===== src/rtl/dpy_scan_multi.sv =====
// dpy_scan_multi: multiplexed seven-segment scanner for NUM_DIGITS hex digits.
// Features: configurable scan rate, frame-synchronous (tear-free) number
// update, leading-zero blanking and PWM brightness per digit slot.
// Optional build macro DPY_SCAN_TEST_PATTERN_EN adds a test_mode input that
// forces every lit window to show "8." (segment = 8'hFF).
`timescale 1ns/1ps

module dpy_scan_multi #(
  parameter int NUM_DIGITS = 8,
  parameter int SCAN_DIV   = 50000,
  parameter int PWM_BITS   = 4
) (
  input  logic                    clk_in,
  input  logic                    reset_n,
  input  logic [4*NUM_DIGITS-1:0] number,
  input  logic [NUM_DIGITS-1:0]   dp,
  input  logic                    update,
  input  logic                    blank_lz,
  input  logic [PWM_BITS-1:0]     brightness,
`ifdef DPY_SCAN_TEST_PATTERN_EN
  input  logic                    test_mode,
`endif
  output logic [NUM_DIGITS-1:0]   digit_sel,
  output logic [7:0]              segment,
  output logic                    frame_done
);

  // Counter widths and the per-brightness-step slot width W.
  localparam int DIV_W  = (SCAN_DIV > 1) ? $clog2(SCAN_DIV) : 1;
  localparam int IDX_W  = $clog2(NUM_DIGITS);
  localparam int SLOT_W = SCAN_DIV >> PWM_BITS;

  localparam logic [DIV_W-1:0]    DIV_LAST    = DIV_W'(SCAN_DIV - 1);
  localparam logic [IDX_W-1:0]    IDX_LAST    = IDX_W'(NUM_DIGITS - 1);
  localparam logic [PWM_BITS-1:0] BRIGHT_FULL = {PWM_BITS{1'b1}};

  // Scan state
  logic [DIV_W-1:0]        r_div_cnt;
  logic [IDX_W-1:0]        r_idx;

  // Pending (written by update) and display (committed at frame boundary)
  logic [4*NUM_DIGITS-1:0] r_pend_num;
  logic [NUM_DIGITS-1:0]   r_pend_dp;
  logic                    r_pend_valid;
  logic [4*NUM_DIGITS-1:0] r_disp_num;
  logic [NUM_DIGITS-1:0]   r_disp_dp;

  // Registered outputs
  logic [NUM_DIGITS-1:0]   r_digit_sel;
  logic [7:0]              r_segment;
  logic                    r_frame_done;

  // Combinational helpers
  logic                    w_slot_end;
  logic                    w_frame_end;
  logic [3:0]              w_nib [NUM_DIGITS];
  logic [NUM_DIGITS-1:0]   w_zero_tail;
  logic [NUM_DIGITS-1:0]   w_onehot;
  logic [3:0]              w_cur_nib;
  logic                    w_cur_dp;
  logic                    w_blank;
  logic [31:0]             w_thresh;
  logic                    w_on;
  logic [NUM_DIGITS-1:0]   w_sel_next;
  logic [7:0]              w_seg_next;

  // Hex nibble to active-high g..a pattern.
  function automatic logic [6:0] seg7(input logic [3:0] nib);
    logic [6:0] pat;
    case (nib)
      4'h0:    pat = 7'h3F;
      4'h1:    pat = 7'h06;
      4'h2:    pat = 7'h5B;
      4'h3:    pat = 7'h4F;
      4'h4:    pat = 7'h66;
      4'h5:    pat = 7'h6D;
      4'h6:    pat = 7'h7D;
      4'h7:    pat = 7'h07;
      4'h8:    pat = 7'h7F;
      4'h9:    pat = 7'h6F;
      4'hA:    pat = 7'h77;
      4'hB:    pat = 7'h7C;
      4'hC:    pat = 7'h39;
      4'hD:    pat = 7'h5E;
      4'hE:    pat = 7'h79;
      default: pat = 7'h71;
    endcase
    return pat;
  endfunction

  assign w_slot_end  = (r_div_cnt == DIV_LAST);
  assign w_frame_end = w_slot_end && (r_idx == IDX_LAST);

  // Per-digit views of the display word: nibble, "this and all higher digits
  // are zero" chain for blanking, and the one-hot select pattern.
  generate
    for (genvar gi = 0; gi < NUM_DIGITS; gi++) begin : g_digit
      assign w_nib[gi]    = r_disp_num[4*gi +: 4];
      assign w_onehot[gi] = (r_idx == IDX_W'(gi));
      if (gi == NUM_DIGITS - 1) begin : g_top
        assign w_zero_tail[gi] = (w_nib[gi] == 4'h0);
      end else begin : g_chain
        assign w_zero_tail[gi] = (w_nib[gi] == 4'h0) && w_zero_tail[gi+1];
      end
    end
  endgenerate

  assign w_cur_nib = w_nib[r_idx];
  assign w_cur_dp  = r_disp_dp[r_idx];
  // Digit 0 always shows, so an all-zero word still displays a single "0".
  assign w_blank   = blank_lz && (r_idx != '0) && w_zero_tail[r_idx];

  // PWM window: div_cnt = 0 is dead time; full brightness fills the rest of
  // the slot rather than stopping one W short.
  assign w_thresh = 32'(brightness) * 32'(SLOT_W);
  assign w_on     = (r_div_cnt != '0) &&
                    ((brightness == BRIGHT_FULL) || (32'(r_div_cnt) < w_thresh));

  // Scan counters: div_cnt paces the slot, idx walks the digits.
  always_ff @(posedge clk_in or negedge reset_n) begin
    if (!reset_n) begin
      r_div_cnt <= '0;
      r_idx     <= '0;
    end else if (w_slot_end) begin
      r_div_cnt <= '0;
      r_idx     <= (r_idx == IDX_LAST) ? '0 : r_idx + 1'b1;
    end else begin
      r_div_cnt <= r_div_cnt + 1'b1;
    end
  end

  // Pending capture and frame-boundary commit; an update on the boundary
  // cycle lands in pending and keeps pending_valid set for the next frame.
  always_ff @(posedge clk_in or negedge reset_n) begin
    if (!reset_n) begin
      r_pend_num   <= '0;
      r_pend_dp    <= '0;
      r_pend_valid <= 1'b0;
      r_disp_num   <= '0;
      r_disp_dp    <= '0;
    end else begin
      if (w_frame_end && r_pend_valid) begin
        r_disp_num <= r_pend_num;
        r_disp_dp  <= r_pend_dp;
      end
      if (update) begin
        r_pend_num   <= number;
        r_pend_dp    <= dp;
        r_pend_valid <= 1'b1;
      end else if (w_frame_end) begin
        r_pend_valid <= 1'b0;
      end
    end
  end

  // Next output values for the current scan position.
  always_comb begin
    w_sel_next = '0;
    w_seg_next = '0;
    if (w_on) begin
      w_sel_next = w_onehot;
      w_seg_next = {w_cur_dp, (w_blank ? 7'h00 : seg7(w_cur_nib))};
`ifdef DPY_SCAN_TEST_PATTERN_EN
      if (test_mode) begin
        w_seg_next = 8'hFF;
      end
`endif
    end
  end

  // Output registers: one cycle behind the scan state.
  always_ff @(posedge clk_in or negedge reset_n) begin
    if (!reset_n) begin
      r_digit_sel  <= '0;
      r_segment    <= '0;
      r_frame_done <= 1'b0;
    end else begin
      r_digit_sel  <= w_sel_next;
      r_segment    <= w_seg_next;
      r_frame_done <= w_frame_end;
    end
  end

  assign digit_sel  = r_digit_sel;
  assign segment    = r_segment;
  assign frame_done = r_frame_done;

endmodule


===== config.mk =====
export PLATFORM = sky130hd
export DESIGN_NAME = dpy_scan_multi
export DESIGN_NICKNAME = d
export VERILOG_FILES = /design/src/rtl/dpy_scan_multi.sv
export SDC_FILE = /design/constraint.sdc
export NUM_CORES = 1
export LEC_CHECK = 0
export CAP_MARGIN = 20
export CELL_PAD_IN_SITES_DETAIL_PLACEMENT = 0
export CELL_PAD_IN_SITES_GLOBAL_PLACEMENT = 1
export CORE_ASPECT_RATIO = 0.75
export CORE_MARGIN = 8
export CORE_UTILIZATION = 40
export DETAILED_ROUTE_END_ITERATION = 8
export GPL_TIMING_DRIVEN = 1
export PLACE_DENSITY = 0.78
export SLEW_MARGIN = 20
export SYNTH_ARGS = -nofsm -noshare
export SYNTH_HDL_FRONTEND = slang
export SYNTH_SLANG_ARGS = --single-unit

===== constraint.sdc =====
create_clock -name clk_in -period 3.51 [get_ports clk_in]
set_input_delay 0.5265 -clock clk_in [delete_from_list [all_inputs] [get_ports clk_in]]
set_output_delay 0.5265 -clock clk_in [all_outputs]
set_load 0.005 [all_outputs]

==> results of run 1 <==
==> sequential cells by signal (all words and copies together), names as in the netlist <==
signal / flops
r_disp_num: 32
r_pend_num: 32
r_div_cnt: 16
digit_sel: 8
r_disp_dp: 8
r_pend_dp: 8
segment: 8
r_idx: 3
frame_done: 1
r_pend_valid: 1
==> layout make-up <==
type                    instances  area share [%]
inverters                      24            1.13
flip-flops and latches        117            36.7
multi-input cells             319            39.0
repair buffers                109            12.5
well taps                     205            3.22
clock inverters                 9            1.60
clock buffers                  22            5.82
==> worst max-delay path, delay by kind of cell <==
kind	cells	cell delay, ns
buffers and inverters	3	0.49
AND/OR/NAND/NOR	2	0.18
adder cells (fa/ha/maj)	4	0.85
XOR/XNOR	2	0.31
AO/OA/AOI/OAI	8	1.39
==> cell usage after synthesis, drive strengths merged (2+ instances only) <==
master / instances / area share (%)
a2111oi: 4 / 1.3
mux2: 81 / 15
a21o: 7 / 0.86
mux2i: 7 / 1.4
nor2b: 4 / 0.45
nand2: 20 / 1.2
buf: 10 / 0.95
or4: 2 / 0.25
a31oi: 3 / 0.31
a22oi: 2 / 0.25
o21ai: 4 / 0.33
xnor2: 15 / 2.2
a22o: 2 / 0.29
o21bai: 2 / 0.25
a211oi: 2 / 0.25
o22ai: 3 / 0.31
o211ai: 5 / 0.62
and3: 4 / 0.41
nor2: 18 / 1.1
nor3: 13 / 1.1
nor4: 8 / 1.2
inv: 22 / 1.4
dfrtp: 117 / 48
nand3: 16 / 1.4
and2: 2 / 0.21
clkbuf: 9 / 0.56
o221ai: 2 / 0.29
clkinv: 2 / 0.12
ha: 46 / 9.5
a21oi: 12 / 0.99
and4b: 2 / 0.33
mux4: 10 / 4.0
xor2: 9 / 1.3
==> kinds of logic (layout without fill, tap and decap cells) <==
logic type	Yosys count	count (layout)	share of synthesized area, %
adders and majority gates	46	46	9.47
xor gates and xnor gates	24	24	3.46
muxes	98	98	20.3
and+or+nand+nor	95	95	8.36
DFF	117	117	48.2
buffers and inverters	43	164	2.99
AOI/OAI and AO/OA	56	56	7.23
==> through the flow <==
step	hold slack (ns)	util [%]	setup WS [ns]
6_report	0.198	53.1	0.0544
4_1_cts	0.217	52.4	0.0247
2_1_floorplan	0.231	-	-0.229
3_5_place_dp	0.493	48.1	-0.844
5_1_grt	0.262	53.1	-0.136
3_3_place_gp	0.481	48.1	-0.706
==> layer usage <==
metal  vias to the layer above  wire length, um
met2                        78             6140
li1                       1969                -
met5                         -                0
met4                         0              131
met3                        11              642
met1                      2097             6910
==> what timing repair did <==
action,CTS,global route
hold endpoints to repair,0,0
pin swaps,11,29
endpoints found under the setup margin,16,16
setup buffers,6,1
gates resized for setup,15,22
==> path summary, 6_finish.rpt <==
kind                            depth (start not counted)  slack, ns                        from                          to
worst max-delay path                                   19       0.05               brightness[3]        segment[3]$_DFF_PN0_
worst min-delay path                                    1       0.20                     reset_n  r_pend_num[17]$_DFFE_PN0P_
worst max register to register                          6       0.64        r_idx[1]$_DFFE_PN0N_        segment[3]$_DFF_PN0_
worst min register to register                          1       0.50  r_pend_num[15]$_DFFE_PN0P_  r_pend_num[15]$_DFFE_PN0P_
max in group asynchronous                               2       2.52                     reset_n      r_div_cnt[5]$_DFF_PN0_
min in group clk_in                                     1       0.50  r_pend_num[15]$_DFFE_PN0P_  r_pend_num[15]$_DFFE_PN0P_
==> where the power goes <==
| group | internal (uW) | total, uW | switching, uW | leakage [uW] |
|---|---|---|---|---|
| logic | 217 | 388 | 171 | 0.00196 |
| registers | 1400 | 1430 | 28.0 | 0.00149 |
| clock network | 1140 | 1730 | 587 | 0.000282 |
==> impl_metrics.json, run 1 <==
{
  "outcome": "finished clean",
  "synth_nets": 573,
  "fin_crit_ns": 3.46,
  "multiInputGateArea_um2": 3110,
  "use_met1_pct": 21.4,
  "syn_inst": 479,
  "power.total_uw": 3550,
  "drt_iter0_markers": 218,
  "layout_commonest_cell": "dfrtp_1",
  "ys_seq_area_share_pct": 48.2,
  "grt_util_met2_pct": 22.2,
  "clock_latency_ns": 0.41,
  "drtAntennaViolNets": 0,
  "tightest_slew_ns": 0.913,
  "htree_levels": 4,
  "clk_pin_slew_ns": 0.05,
  "dieArea_um2": 19400,
  "ys.flop_type": "dfrtp_1",
  "clockBufferDepth": 2,
  "path_max_fanout": 4,
  "grt.busiest_layer": "met2",
  "grt_use_total_pct": 15.1,
  "final-max-slew-violation-count": 0,
  "fin_nets": 682,
  "vias": 4155,
  "dp_hpwl_um": 10000,
  "vdd_drop_max_v": 0.000334,
  "cts_sinks": 117,
  "max_stage_delay_ns": 0.27,
  "required_ns": 3.81,
  "die_h_um": 123,
  "cts_tree": "built",
  "drive_above_1_share_pct": 32.8,
  "slew_headroom_pct": 39.1,
  "core_um2": 15000,
  "arrival_ns": 3.76,
  "gp_congestion": 0.852,
  "numCtsBuffers": 17,
  "seqCellArea_um2": 2930,
  "dp.cells": 768,
  "totalWireLength_um": 13800,
  "synthToLayoutAreaGrowth_pct": 31.2,
  "setup_violations": 0,
  "synth_area_um2": 6080,
  "power_density_nw_per_um2": 445,
  "nFillCells": 1290,
  "port-buffer-count": 64,
  "synth.distinct_cells": 58,
  "dpl_cell_area_um2": 7230,
  "start_util_pct": 40.4,
  "slowest_stage": "ha_1",
  "grt_max_degree": 61,
  "ys_ff_latch": 117,
  "ys_warn_count": 0,
  "cp-end-kind": "flip-flop",
  "grt_pass1_wl_um": 23100,
  "drcViolationCount": 0,
  "crit_path_cell_trace": "buf_8 > ha_4 > xor2_2 > ha_2 > a21o_1 > ha_4 > a31o_4 > a21oi_4 > o211ai_1 > buf_4 > nand2_1 > xor2_1 > ha_1 > nand3_2 > o22ai_1 > o221ai_1 > o211ai_1 > buf_4 > a2111oi_4",
  "ctsHoldBuffers": 0,
  "hold_viol": 0,
  "leakage_uw": 0.00373,
  "routedWlPerCell_um": 17.2,
  "hold_class": "in -> async",
  "synth_edf_count": 0,
  "final_area_um2": 7980,
  "antenna_found_initial": 0,
  "via_per_inst": 5.16,
  "first_pass_iters": 4,
  "start_kind": "input port",
  "syn_area_per_cell_um2": 12.7,
  "placement_rows": 39,
  "final_cell_mix": "dfrtp_1, mux2_2, clkdlybuf4s50_1",
  "fin_setup_tns_ns": 0,
  "maxCapViolations": 0,
  "finClkSkew_ns": 0.0110,
  "num_antenna_cells": 0,
  "grt_pass1_vias": 4447,
  "max_freq_ghz": 0.289,
  "grt.met3_usage_pct": 3.52,
  "rsz0062_at_grt": "true",
  "path_class": "in -> reg",
  "async_reset_ff_share_pct": 100,
  "finalCritPeriodShare_pct": 98.5,
  "die_w_um": 158,
  "layout.cells.non_filler": 805,
  "boundaryPins": 65,
  "gr-total-overflow": 0,
  "clockRootBuffer": "clkbuf_16"
}
(Power assumes the default switching activity.)
==> inputs of run 2 (changes only) <==
PLACE_DENSITY = 0.72   (was 0.78)
TNS_END_PERCENT = 10   (was unset)
clock period = 3.3 ns   (was 3.51 ns; I/O delays follow)
==> run 2 against run 1 <==
Against the previous run: the flow now finishes with violations (negative setup slack); hold slack worse by 0.11 ns; cell count up 0.12%; critical path depth unchanged; sequential cell count unchanged; combinational power up 5.7%; setup slack worse by 0.20 ns; power up 4.6%; highest routed layer unchanged.
==> impl_metrics.json, run 2 (synthesis gave the netlist of run 1 again) <==
{
  "die_h_um": 123,
  "maxCapViolations": 0,
  "grt.busiest_layer": "met2",
  "totalWireLength_um": 13800,
  "clockBufferDepth": 2,
  "arrival_ns": 3.76,
  "clock_latency_ns": 0.41,
  "top_regs": "r_disp_num (32), r_pend_num (32), r_div_cnt (16)",
  "finClkSkew_ns": 0.00873,
  "grt_pass1_vias": 4309,
  "fin_nets": 682,
  "cts_sinks": 117,
  "drt_iter0_markers": 227,
  "multiInputGateArea_um2": 3180,
  "layout_commonest_cell": "dfrtp_1",
  "grt_pass1_wl_um": 22600,
  "hold_class": "in -> async",
  "regToRegSetupSlack_ns": 0.47,
  "dp.cells": 770,
  "core_um2": 15000,
  "start_util_pct": 40.4,
  "layout.cells.non_filler": 806,
  "htree_levels": 4,
  "drcViolationCount": 0,
  "finalCritPeriodShare_pct": 104,
  "setup_ws_ns": -0.145,
  "routedWlPerCell_um": 17.1,
  "dp_slack_ns": -1.07,
  "drive_above_1_share_pct": 33.9,
  "start_kind": "input port",
  "tightest_slew_ns": 0.938,
  "r2r-start": "r_idx[2]$_DFFE_PN0N_",
  "clockRootBuffer": "clkbuf_16",
  "dp_hpwl_um": 10200,
  "gp_congestion": 0.868,
  "fin_crit_ns": 3.44,
  "cp-end-kind": "flip-flop",
  "path_class": "in -> reg",
  "leakage_uw": 0.00370,
  "gr-total-overflow": 0,
  "timing.hold.ws_ns": 0.0909,
  "worstRegToRegCells": 6,
  "die_w_um": 158,
  "required_ns": 3.61,
  "power_density_nw_per_um2": 464,
  "drtAntennaViolNets": 0,
  "use_met1_pct": 21.3,
  "clk_pin_slew_ns": 0.06,
  "dieArea_um2": 19400,
  "path_max_fanout": 6,
  "setup_violations": 14,
  "hold_viol": 0,
  "final-max-slew-violation-count": 0,
  "antenna_found_initial": 0,
  "nFillCells": 1301,
  "slew_headroom_pct": 37.5,
  "violations": "negative setup slack",
  "port-buffer-count": 64,
  "synthToLayoutAreaGrowth_pct": 31.6,
  "utilization_pct": 53.2,
  "vias": 4149,
  "max_freq_ghz": 0.290,
  "outcome": "complete, but fails checks",
  "first_pass_iters": 4,
  "grt_use_total_pct": 15.1,
  "placement_rows": 39,
  "grt_util_met2_pct": 21.8,
  "power.total_uw": 3710,
  "ctsHoldBuffers": 0,
  "r2r-end": "segment[3]$_DFF_PN0_",
  "rsz0062_at_grt": "true",
  "grt_max_degree": 73,
  "final_cell_mix": "dfrtp_1, mux2_2, clkdlybuf4s50_1",
  "vdd_drop_max_v": 0.000392,
  "num_antenna_cells": 0,
  "seqCellArea_um2": 2930,
  "grt.met3_usage_pct": 4.47,
  "via_per_inst": 5.15,
  "numCtsBuffers": 17,
  "boundaryPins": 65,
  "cts_tree": "built"
}
-- run 2: cell count changes in the layout (fill, tap and decap cells not counted), moves of 2 or more --
cell        change
nor3_1          -3
buf_6           -3
ha_4            +2
clkinvlp_4      +2
ha_1            -2
nand3_2         +2
nand3_1         -2
inv_6           +2
nor3_2          +2
buf_4           +3
-- run 2: layout make-up --
class,count,share of cell area [%]
multi-input combinational,319,39.7
sequential,117,36.6
timing repair buffer,109,12.2
clock buffer,21,5.63
tap,205,3.21
clock inverter,11,1.56
inverter,24,1.13
-- run 2: layer usage --
metal  vias up  part of all wire [%]
met1      2060                    50
met3        12                   5.6
met2       108                    43
met5         -                     0
met4         0                   1.0
li1       1969                     -
-- run 2: repair_timing --
action | CTS | global route
setup endpoints to repair | 16 | 16
resized for setup | 23 | 19
pin swaps | 10 | 16
setup buffers | 4 | 0
cloned | 1 | 0
endpoints found under the hold margin | 0 | 0
-- run 2: stage by stage --
| step | setup TNS, ns | area, um2 |
|---|---|---|
| 3_3_place_gp | -13.51 | 7250 |
| 2_1_floorplan | -5.32 | 6130 |
| 4_1_cts | -1.62 | 7910 |
| 6_report | -1.17 | 8000 |
| 3_5_place_dp | -15.15 | 7250 |
| 5_1_grt | -3.54 | 8000 |
-- run 2: report_power, final --
part           switching [uW]  leakage, uW  total, uW  internal (uW)
combinational             183      0.00195        410            227
clock                     654     0.000266       1780           1130
sequential               29.1      0.00149       1520           1490
total                     866      0.00370       3710           2840
-- run 2: how the worst max path moves through the flow --
stage / startpoint / end / slack, ns / cells after the start
2_1_floorplan: brightness[1] / segment[6]$_DFF_PN0_ / -0.41 / 17
3_3_place_gp: brightness[1] / segment[2]$_DFF_PN0_ / -0.97 / 18
3_5_place_dp: brightness[1] / segment[2]$_DFF_PN0_ / -1.07 / 18
4_1_cts: brightness[1] / segment[0]$_DFF_PN0_ / -0.17 / 19
5_1_grt: brightness[1] / segment[2]$_DFF_PN0_ / -0.29 / 18
6_report: brightness[1] / segment[2]$_DFF_PN0_ / -0.14 / 19
-- run 2: critical path, cell delays in order --
cell and delay, ns:
buf_4 0.13, ha_4 0.16, xor2_1 0.15, ha_2 0.18, a21o_1 0.18, ha_4 0.23, a31o_4 0.23, a21oi_4 0.13
o211ai_1 0.09, buf_4 0.15, buf_4 0.13, a211oi_2 0.16, ha_1 0.30, nand3_2 0.10, a22oi_2 0.05, a311oi_2 0.24
o211ai_1 0.17, buf_4 0.22, a2111oi_4 0.26
